<file path="src/rtl/i2s_adc_receiver_if.sv">
// i2s_adc_receiver_if: codec-side serial pins plus parallel sample outputs.
// master = codec/stimulus side, slave = receiver side.
interface i2s_adc_receiver_if #(
  parameter int DATA_W = 16
);
  logic              AUD_BCLK;
  logic              AUD_ADCLRCK;
  logic              AUD_ADCDAT;
  logic [DATA_W-1:0] audio_outL;
  logic [DATA_W-1:0] audio_outR;
  logic              sample_valid;
  logic              frame_err;

  modport master (
    output AUD_BCLK, AUD_ADCLRCK, AUD_ADCDAT,
    input  audio_outL, audio_outR, sample_valid, frame_err
  );

  modport slave (
    input  AUD_BCLK, AUD_ADCLRCK, AUD_ADCDAT,
    output audio_outL, audio_outR, sample_valid, frame_err
  );
endinterface

</file>
<file path="src/rtl/i2s_adc_receiver.sv">
// i2s_adc_receiver: deserializes the codec ADC I2S stream into left/right
// DATA_W-bit samples, fully in the CLOCK_50 domain (serial pins are
// oversampled through synchronizers). Optional sticky frame error logic is
// built only when I2S_RX_FRAME_ERR_EN is defined.
module i2s_adc_receiver #(
  parameter int DATA_W      = 16,
  parameter int SYNC_STAGES = 2
) (
  input  logic                 CLOCK_50,
  input  logic                 Reset,
  i2s_adc_receiver_if.slave    bus
);
  localparam int CW = $clog2(DATA_W);

  typedef enum logic [1:0] {IDLE, SKIP, SHIFT, WAIT} state_e;

  logic [SYNC_STAGES-1:0] bclk_sync_q, lrck_sync_q, dat_sync_q;
  logic                   bclk_d1_q;
  logic                   bclk_s, lrck_s, dat_s;
  logic                   bclk_rise, lrck_edge;
  logic                   lrck_prev_q, prev_ok_q;

  state_e                 state_q, state_d;
  logic                   chan_q;
  logic [DATA_W-1:0]      shift_q, shift_d;
  logic [CW-1:0]          bit_cnt_q;
  logic [DATA_W-1:0]      left_hold_q;
  logic                   left_valid_q;
  logic                   commit_q;
  logic [DATA_W-1:0]      out_l_q, out_r_q;
  logic                   sample_valid_q;

  logic clr_cnt, do_shift, word_done, short_word, latch_left, right_done, inval_left;

  // Synchronizers; no reset so a held-high BCLK cannot fake an edge after Reset.
  always_ff @(posedge CLOCK_50) begin
    bclk_sync_q <= {bclk_sync_q[SYNC_STAGES-2:0], bus.AUD_BCLK};
    lrck_sync_q <= {lrck_sync_q[SYNC_STAGES-2:0], bus.AUD_ADCLRCK};
    dat_sync_q  <= {dat_sync_q[SYNC_STAGES-2:0],  bus.AUD_ADCDAT};
    bclk_d1_q   <= bclk_s;
  end

  assign bclk_s    = bclk_sync_q[SYNC_STAGES-1];
  assign lrck_s    = lrck_sync_q[SYNC_STAGES-1];
  assign dat_s     = dat_sync_q[SYNC_STAGES-1];
  assign bclk_rise = bclk_s & ~bclk_d1_q;
  // prev_ok_q masks the first rise after reset so a stale lrck_prev
  // cannot report a phantom word-clock edge.
  assign lrck_edge = bclk_rise & prev_ok_q & (lrck_s != lrck_prev_q);
  assign shift_d   = {shift_q[DATA_W-2:0], dat_s};

  // Track the word clock as seen at each bit-clock rise.
  always_ff @(posedge CLOCK_50) begin
    if (Reset) begin
      lrck_prev_q <= 1'b0;
      prev_ok_q   <= 1'b0;
    end else if (bclk_rise) begin
      lrck_prev_q <= lrck_s;
      prev_ok_q   <= 1'b1;
    end
  end

  // FSM state register.
  always_ff @(posedge CLOCK_50) begin
    if (Reset) state_q <= IDLE;
    else       state_q <= state_d;
  end

  // FSM next state; a word-clock edge wins over bit capture.
  always_comb begin
    state_d = state_q;
    if (lrck_edge) begin
      state_d = SKIP;
    end else if (bclk_rise) begin
      case (state_q)
        SKIP:    state_d = SHIFT;
        SHIFT:   if (bit_cnt_q == CW'(DATA_W-1)) state_d = WAIT;
        default: state_d = state_q;
      endcase
    end
  end

  // FSM outputs: datapath strobes.
  always_comb begin
    clr_cnt    = (state_q == SKIP)  & bclk_rise & ~lrck_edge;
    do_shift   = (state_q == SHIFT) & bclk_rise & ~lrck_edge;
    word_done  = do_shift & (bit_cnt_q == CW'(DATA_W-1));
    short_word = (state_q == SHIFT) & lrck_edge;
    latch_left = word_done & ~chan_q;
    right_done = word_done &  chan_q;
    inval_left = lrck_edge & ~lrck_s;
  end

  // Datapath: shifter, left hold, pairing and the delayed commit.
  always_ff @(posedge CLOCK_50) begin
    if (Reset) begin
      chan_q         <= 1'b0;
      shift_q        <= '0;
      bit_cnt_q      <= '0;
      left_hold_q    <= '0;
      left_valid_q   <= 1'b0;
      commit_q       <= 1'b0;
      out_l_q        <= '0;
      out_r_q        <= '0;
      sample_valid_q <= 1'b0;
    end else begin
      commit_q       <= right_done & left_valid_q;
      sample_valid_q <= commit_q;
      if (commit_q) begin
        out_l_q <= left_hold_q;
        out_r_q <= shift_q;
      end
      if (lrck_edge) chan_q <= lrck_s;
      if (clr_cnt)       bit_cnt_q <= '0;
      else if (do_shift) bit_cnt_q <= bit_cnt_q + CW'(1);
      if (do_shift) shift_q <= shift_d;
      if (inval_left) begin
        left_valid_q <= 1'b0;
      end else if (latch_left) begin
        left_hold_q  <= shift_d;
        left_valid_q <= 1'b1;
      end
    end
  end

  assign bus.audio_outL   = out_l_q;
  assign bus.audio_outR   = out_r_q;
  assign bus.sample_valid = sample_valid_q;

`ifdef I2S_RX_FRAME_ERR_EN
  logic err_q, primed_q;

  // Sticky error; unpaired right words only count once a left edge was seen.
  always_ff @(posedge CLOCK_50) begin
    if (Reset) begin
      err_q    <= 1'b0;
      primed_q <= 1'b0;
    end else begin
      if (inval_left) primed_q <= 1'b1;
      if (short_word | (right_done & ~left_valid_q & primed_q)) err_q <= 1'b1;
    end
  end

  assign bus.frame_err = err_q;
`else
  logic unused_err;
  assign unused_err    = short_word;
  assign bus.frame_err = 1'b0;
`endif
endmodule

</file>
<file path="src/flat_wrapper.sv">
// flat-port wrapper written by rule: the top's interface ports become plain ports
module i2s_adc_receiver_flat 
#(
  parameter int DATA_W      = 16,
  parameter int SYNC_STAGES = 2
)
  (CLOCK_50, Reset, bus_AUD_BCLK, bus_AUD_ADCLRCK, bus_AUD_ADCDAT, bus_audio_outL, bus_audio_outR, bus_sample_valid, bus_frame_err);
  i2s_adc_receiver_if #(.DATA_W(DATA_W)) bus_i ();
  input  logic CLOCK_50;
  input  logic Reset;
  input wire logic [$bits(bus_i.AUD_BCLK)-1:0] bus_AUD_BCLK;
  input wire logic [$bits(bus_i.AUD_ADCLRCK)-1:0] bus_AUD_ADCLRCK;
  input wire logic [$bits(bus_i.AUD_ADCDAT)-1:0] bus_AUD_ADCDAT;
  output wire logic [$bits(bus_i.audio_outL)-1:0] bus_audio_outL;
  output wire logic [$bits(bus_i.audio_outR)-1:0] bus_audio_outR;
  output wire logic [$bits(bus_i.sample_valid)-1:0] bus_sample_valid;
  output wire logic [$bits(bus_i.frame_err)-1:0] bus_frame_err;
  assign bus_i.AUD_BCLK = bus_AUD_BCLK;
  assign bus_i.AUD_ADCLRCK = bus_AUD_ADCLRCK;
  assign bus_i.AUD_ADCDAT = bus_AUD_ADCDAT;
  assign bus_audio_outL = bus_i.audio_outL;
  assign bus_audio_outR = bus_i.audio_outR;
  assign bus_sample_valid = bus_i.sample_valid;
  assign bus_frame_err = bus_i.frame_err;
  i2s_adc_receiver #(.DATA_W(DATA_W), .SYNC_STAGES(SYNC_STAGES)) u_core (.CLOCK_50(CLOCK_50), .Reset(Reset), .bus(bus_i));
endmodule
</file>
<file path="config.mk">
export PLATFORM = sky130hd
export DESIGN_NAME = i2s_adc_receiver_flat
export DESIGN_NICKNAME = d
export VERILOG_FILES = /design/src/rtl/i2s_adc_receiver_if.sv /design/src/rtl/i2s_adc_receiver.sv /design/src/flat_wrapper.sv
export SDC_FILE = /design/constraint.sdc
export NUM_CORES = 1
export LEC_CHECK = 0
export BUFFER_PORTS_ARGS = -buffer_cell sky130_fd_sc_hd__buf_2
export CAP_MARGIN = 5
export CORE_MARGIN = 4
export CORE_UTILIZATION = 60
export DETAILED_ROUTE_END_ITERATION = 6
export PLACE_DENSITY = 0.82
export SLEW_MARGIN = 30
export SYNTH_ARGS = -nofsm -noshare
export SYNTH_HDL_FRONTEND = slang
export SYNTH_SLANG_ARGS = --single-unit
</file>
<file path="constraint.sdc">
create_clock -name CLOCK_50 -period 2.3 [get_ports CLOCK_50]
set_input_delay 0.69 -clock CLOCK_50 [delete_from_list [all_inputs] [get_ports CLOCK_50]]
set_output_delay 0.69 -clock CLOCK_50 [all_outputs]
set_load 0.02 [all_outputs]
</file>
; After elaboration in Yosys (flattened, before gate mapping)
; Cells that the tools add are included.
[classes]
n_mux = 4
bitwise_logic = 17
add_sub_neg = 1
reduce_logical = 9
n_eq_ne = 6
[ops]
columns = op, count
row1 = 1-bit AND, 12
row2 = 3-bit AND reduction, 2
row3 = 2-bit OR reduction, 3
row4 = 1-bit inverter, 5
row5 = "4-bit by 1-bit adder with 4-bit output, second input constant", 1
row6 = "4-bit == test, second input constant", 1
row7 = 2-bit one-hot mux with 2 select lines, 1
row8 = 2-bit nonzero test, 2
row9 = "3-bit by 1-bit != test with 1-bit output, second input constant", 1
row10 = 3-bit nonzero test, 1
row11 = "2-bit by 1-bit == test with 1-bit output, second input constant", 1
row12 = "2-bit == test, second input constant", 1
row13 = 1-bit 2-to-1 mux, 2
row14 = 2-bit 2-to-1 mux, 1
row15 = "2-bit by 1-bit != test with 1-bit output, second input constant", 1
row16 = 2-bit AND reduction, 1
row17 = 1-bit != test, 1
[totals]
word_cells = 54
regBits = 83
out_inout_bits = 34
in_bits = 5

; Longest topological paths before layout
[logic_depth]
depth_word = 9
ltp_mapped = 8
depth_no_buf = 6

; Least setup slack after synthesis
; OpenSTA, ideal clock, no wires.
[synth_path]
path_kind = reg2reg
startpoint = register u_core.state_q[0]
endpoint = register u_core.left_hold_q[1]
setup_time_ns = 0.128
setup_slack_ns = 0.719
required_time_ns = 2.172
path_stages_with_launch = 9
synth_period_minus_slack_ns = 1.581
t_arrival_ns = 1.454
path_buffers = 2
cell_sequence = dfxtp_1 -> inv_1 -> ha_1 -> nand4bb_1 -> a211oi_1 -> buf_6 -> buf_12 -> mux2i_1 -> nor2_1
[synth_via]
elab_chain_cells = 6
[synth_lines]
columns = element, line_no
row1 = "start, declared", i2s_adc_receiver.sv:23  ; state_e state_q, state_d;
row2 = "start signal, assigned", i2s_adc_receiver.sv:66  ; else state_q <= state_d;
row3 = 2-bit == test, i2s_adc_receiver.sv:86  ; do_shift = (state_q == SHIFT) & bclk_rise & ~lrck_edge;
row4 = 1-bit AND (2 in a row), i2s_adc_receiver.sv:86
row5 = 1-bit AND, i2s_adc_receiver.sv:87  ; word_done = do_shift & (bit_cnt_q == CW'(DATA_W-1));
row6 = 1-bit AND, i2s_adc_receiver.sv:89  ; latch_left = word_done & ~chan_q;
row7 = 2-bit AND reduction (no line), --
row8 = "end signal, assigned", i2s_adc_receiver.sv:120  ; left_hold_q <= shift_d;
row9 = "end, declared", i2s_adc_receiver.sv:27  ; logic [DATA_W-1:0] left_hold_q;
; Every way passes these cells.
; A chain may end at the register's enable or synchronous reset.

; Worst setup path in the final report
[layout_path]
startpoint = register u_core.state_q[0]
endpoint = register u_core.left_hold_q[13]
; The elaborated chain is that of the path after synthesis.

==> results.py <==
metrics = {
    "outcome": {
        "status": "finished clean",
    },
    "final_layout": {
        "layout.cells.most_common_list": "82 x dfxtp_1, 48 x mux2i_1, 48 x nor2_1",
        "final_common_cell": "dfxtp_1",
        "instances_no_fill": 404,
        "utilization_pct": 71.1,
        "syn2layout_area_growth_pct": 13.3,
        "final_net_count": 340,
        "drive_above_1_share_pct": 19.0,
        "antennaDiodeCount": 0,
        "nFillCells": 358,
    },
    "floorplan": {
        "initial_core_util_pct": 62.7,
        "die_w_um": 78.7,
        "num_io_pins": 39,
        "fp-row-count": 25,
        "core_area_um2": 4790,
        "die_h_um": 78.7,
        "dieArea_um2": 6200,
    },
    "power_and_ir_drop": {
        "clkPwrFrac_pct": 38.4,
        "p_sw_share_pct": 22.9,
        "comb_power_share_pct": 2.1,
        "max-vdd-ir-drop_v": 0.000607,
        "power.switching_uw": 560,
        "p_per_area_nw_per_um2": 718,
        "p_total_uw": 2440,
        "p_int_uw": 1880,
        "power_leakage_uw": 0.00125,
        "seq_power_share_pct": 59.5,
    },
    "cts": {
        "cts_hold_buffers": 0,
        "clockRootBuffer": "clkbuf_8",
        "numCtsBuffers": 9,
        "cts_num_sinks": 83,
        "clk_transition_reported_paths_ps": 80,
        "cts_setup_buffers": 0,
        "ctsResizeCount": 0,
        "cts_tree": "yes",
        "insertion_delay_ps": 350,
        "htreeDepth": 3,
        "clockBufferDepth": 2,
    },
    "routing": {
        "first_iter_violations": 95,
        "wl_mm": 5.29,
        "avgViaCountPerCell": 5.17,
        "routed-via-count": 2089,
        "ant_nets": 0,
        "wl_per_cell_um": 13.1,
        "drc_errors": 0,
        "dr.pass1.iters": 5,
    },
    "synth": {
        "syn_area_per_cell_um2": 10.1,
        "synth.cell_area_um2": 3000,
        "ys_seq_area_share_pct": 55.3,
        "yosysWarnings": 0,
        "syn_inst": 297,
        "yosysUniqueCellTypes": 33,
        "ys_ff_latch": 83,
        "synth_nets": 305,
    },
    "placement": {
        "place_congestion": 0.819,
        "dp.cells": 388,
        "hpwl_mm": 3.56,
        "place.port_buffers": 37,
        "pre_cts_ws_ps": 510,
    },
    "setup_path": {
        "r2r_setup_slack_ps": 500,
        "path_buf_inv": 2,
        "path_cells": "inv_1, ha_1, nand4bb_1, a211oi_4, buf_4, mux2i_1, nor2_1",
        "endpoint_kind": "flip-flop",
        "cp_max_fo": 17,
        "path_delay_family": "buffers and inverters",
        "arrival_ps": 2030,
        "critPathKind": "flip-flop to flip-flop",
        "critical_path.max_stage_delay_ps": 330,
        "start_kind": "flip-flop",
        "cp.required_ps": 2530,
        "cp_slowest_cell": "dfxtp_1",
    },
    "timing": {
        "finalSetupViolations": 0,
        "grt_setup_unrepaired": "no",
        "final-max-slew-violation-count": 0,
        "fmax_mhz": 557,
        "worst_slew_pin_slew_ps": 533,
        "timing.final.ws_setup_ps": 504,
        "clock_skew_ps": 7.71,
        "finalCritPeriodShare_pct": 78.1,
        "hold_viol": 0,
        "fin_crit_ps": 1800,
        "maxSlewHeadroom_pct": 64.4,
        "tns_ps": 0,
    },
    "global_route": {
        "track_usage_pct": 18.8,
        "grt_max_degree": 32,
        "overflow": 0,
        "grt_antenna_before_repair": 0,
        "grt_pass1_wl_mm": 9.02,
        "first_global_vias": 1964,
    },
    "worst_hold_path": {
        "hold_path_class": "flip-flop to flip-flop",
    },
    "run": {
        "drv_cap": 0,
    },
}
state kept, by name, indices dropped and copies added (netlist names):
name	cells
u_core.prev_ok_q	1
u_core.chan_q	1
u_core.left_hold_q	16
u_core.dat_sync_q	2
u_core.shift_q	16
u_core.lrck_sync_q	2
u_core.lrck_prev_q	1
u_core.commit_q	1
u_core.bclk_d1_q	1
u_core.bus.audio_outL	16
u_core.bclk_sync_q	2
u_core.bus.audio_outR	16
u_core.bus.sample_valid	1
u_core.state_q	2
u_core.bit_cnt_q	4
u_core.left_valid_q	1
stage by stage:
step	hold WS (ps)	area, µm²
CTS	335	3400
global route	347	3400
floorplan	310	3000
detailed placement	314	3220
global placement	311	3220
finish	332	3400
worst paths after layout:
check,from,endpoint,depth (start not counted)
setup / recovery,u_core.state_q[0]$_SDFFE_PP0P_,u_core.left_hold_q[13]$_SDFFE_PP0P_,7
hold / removal,u_core.dat_sync_q[0]$_DFF_P_,u_core.dat_sync_q[1]$_DFF_P_,0
setup reg to reg,u_core.state_q[0]$_SDFFE_PP0P_,u_core.left_hold_q[13]$_SDFFE_PP0P_,7
hold reg to reg,u_core.dat_sync_q[0]$_DFF_P_,u_core.dat_sync_q[1]$_DFF_P_,0
power by group through the flow:
stage	Combinational, µW	Clock, µW	Sequential [µW]
5_1_grt	56.6	1030	1460
3_5_place_dp	51.4	0	1490
4_1_cts	51.0	965	1450
2_1_floorplan	44.9	0	1480
3_3_place_gp	50.6	0	1490
6_report	50.9	938	1450
per-layer routing:
layer | global-route usage, % | routed length (µm) | up-vias
met5 | 0 | 0 | -
met4 | 7.87 | 91 | 0
met3 | 7.94 | 287 | 9
met2 | 28.8 | 2440 | 43
met1 | 23.2 | 2480 | 982
li1 | - | - | 1055
kinds of logic after synthesis:
| family | share of synthesized area [%] |
|---|---|
| AOI/OAI and AO/OA | 7.79 |
| xor gates and xnor gates | 1.71 |
| adders and majority gates | 1.25 |
| buffers and inverters | 4.58 |
| DFF | 55.3 |
| muxes | 16.0 |
| other | 0.125 |
| and+or+nand+nor | 13.2 |
final cells by class:
| cell class | count | area (µm²) | area share [%] |
|---|---|---|---|
| multi-input cells | 190 | 1220 | 35.7 |
| inverters | 5 | 18.8 | 0.552 |
| clock buffers | 11 | 141 | 4.16 |
| clock inverters | 5 | 36.3 | 1.07 |
| flip-flops and latches | 83 | 1660 | 48.9 |
| well taps | 67 | 83.8 | 2.46 |
| repair buffers | 43 | 243 | 7.13 |
cells in the mapped netlist, drive strengths merged:
library cell	instances	area, µm²
dfxtp	83	1660
clkbuf	9	43.8
xor2	1	16.3
o211ai	1	12.5
nand4bb	1	11.3
nand2	38	143
o32ai	1	8.76
nor2	48	180
a221oi	1	8.76
o21a	2	15.0
nor3	3	15.0
a41oi	1	8.76
ha	3	37.5
a211oi	7	70.1
nand4	1	6.26
conb	1	3.75
o21ai	1	5.00
nor2b	2	12.5
nand2b	2	12.5
buf	10	75.1
xnor2	4	35.0
mux2i	48	480
inv	5	18.8
nor4	1	6.26
a21oi	21	105
nand3	2	10.0
(Power assumes the default switching activity.)
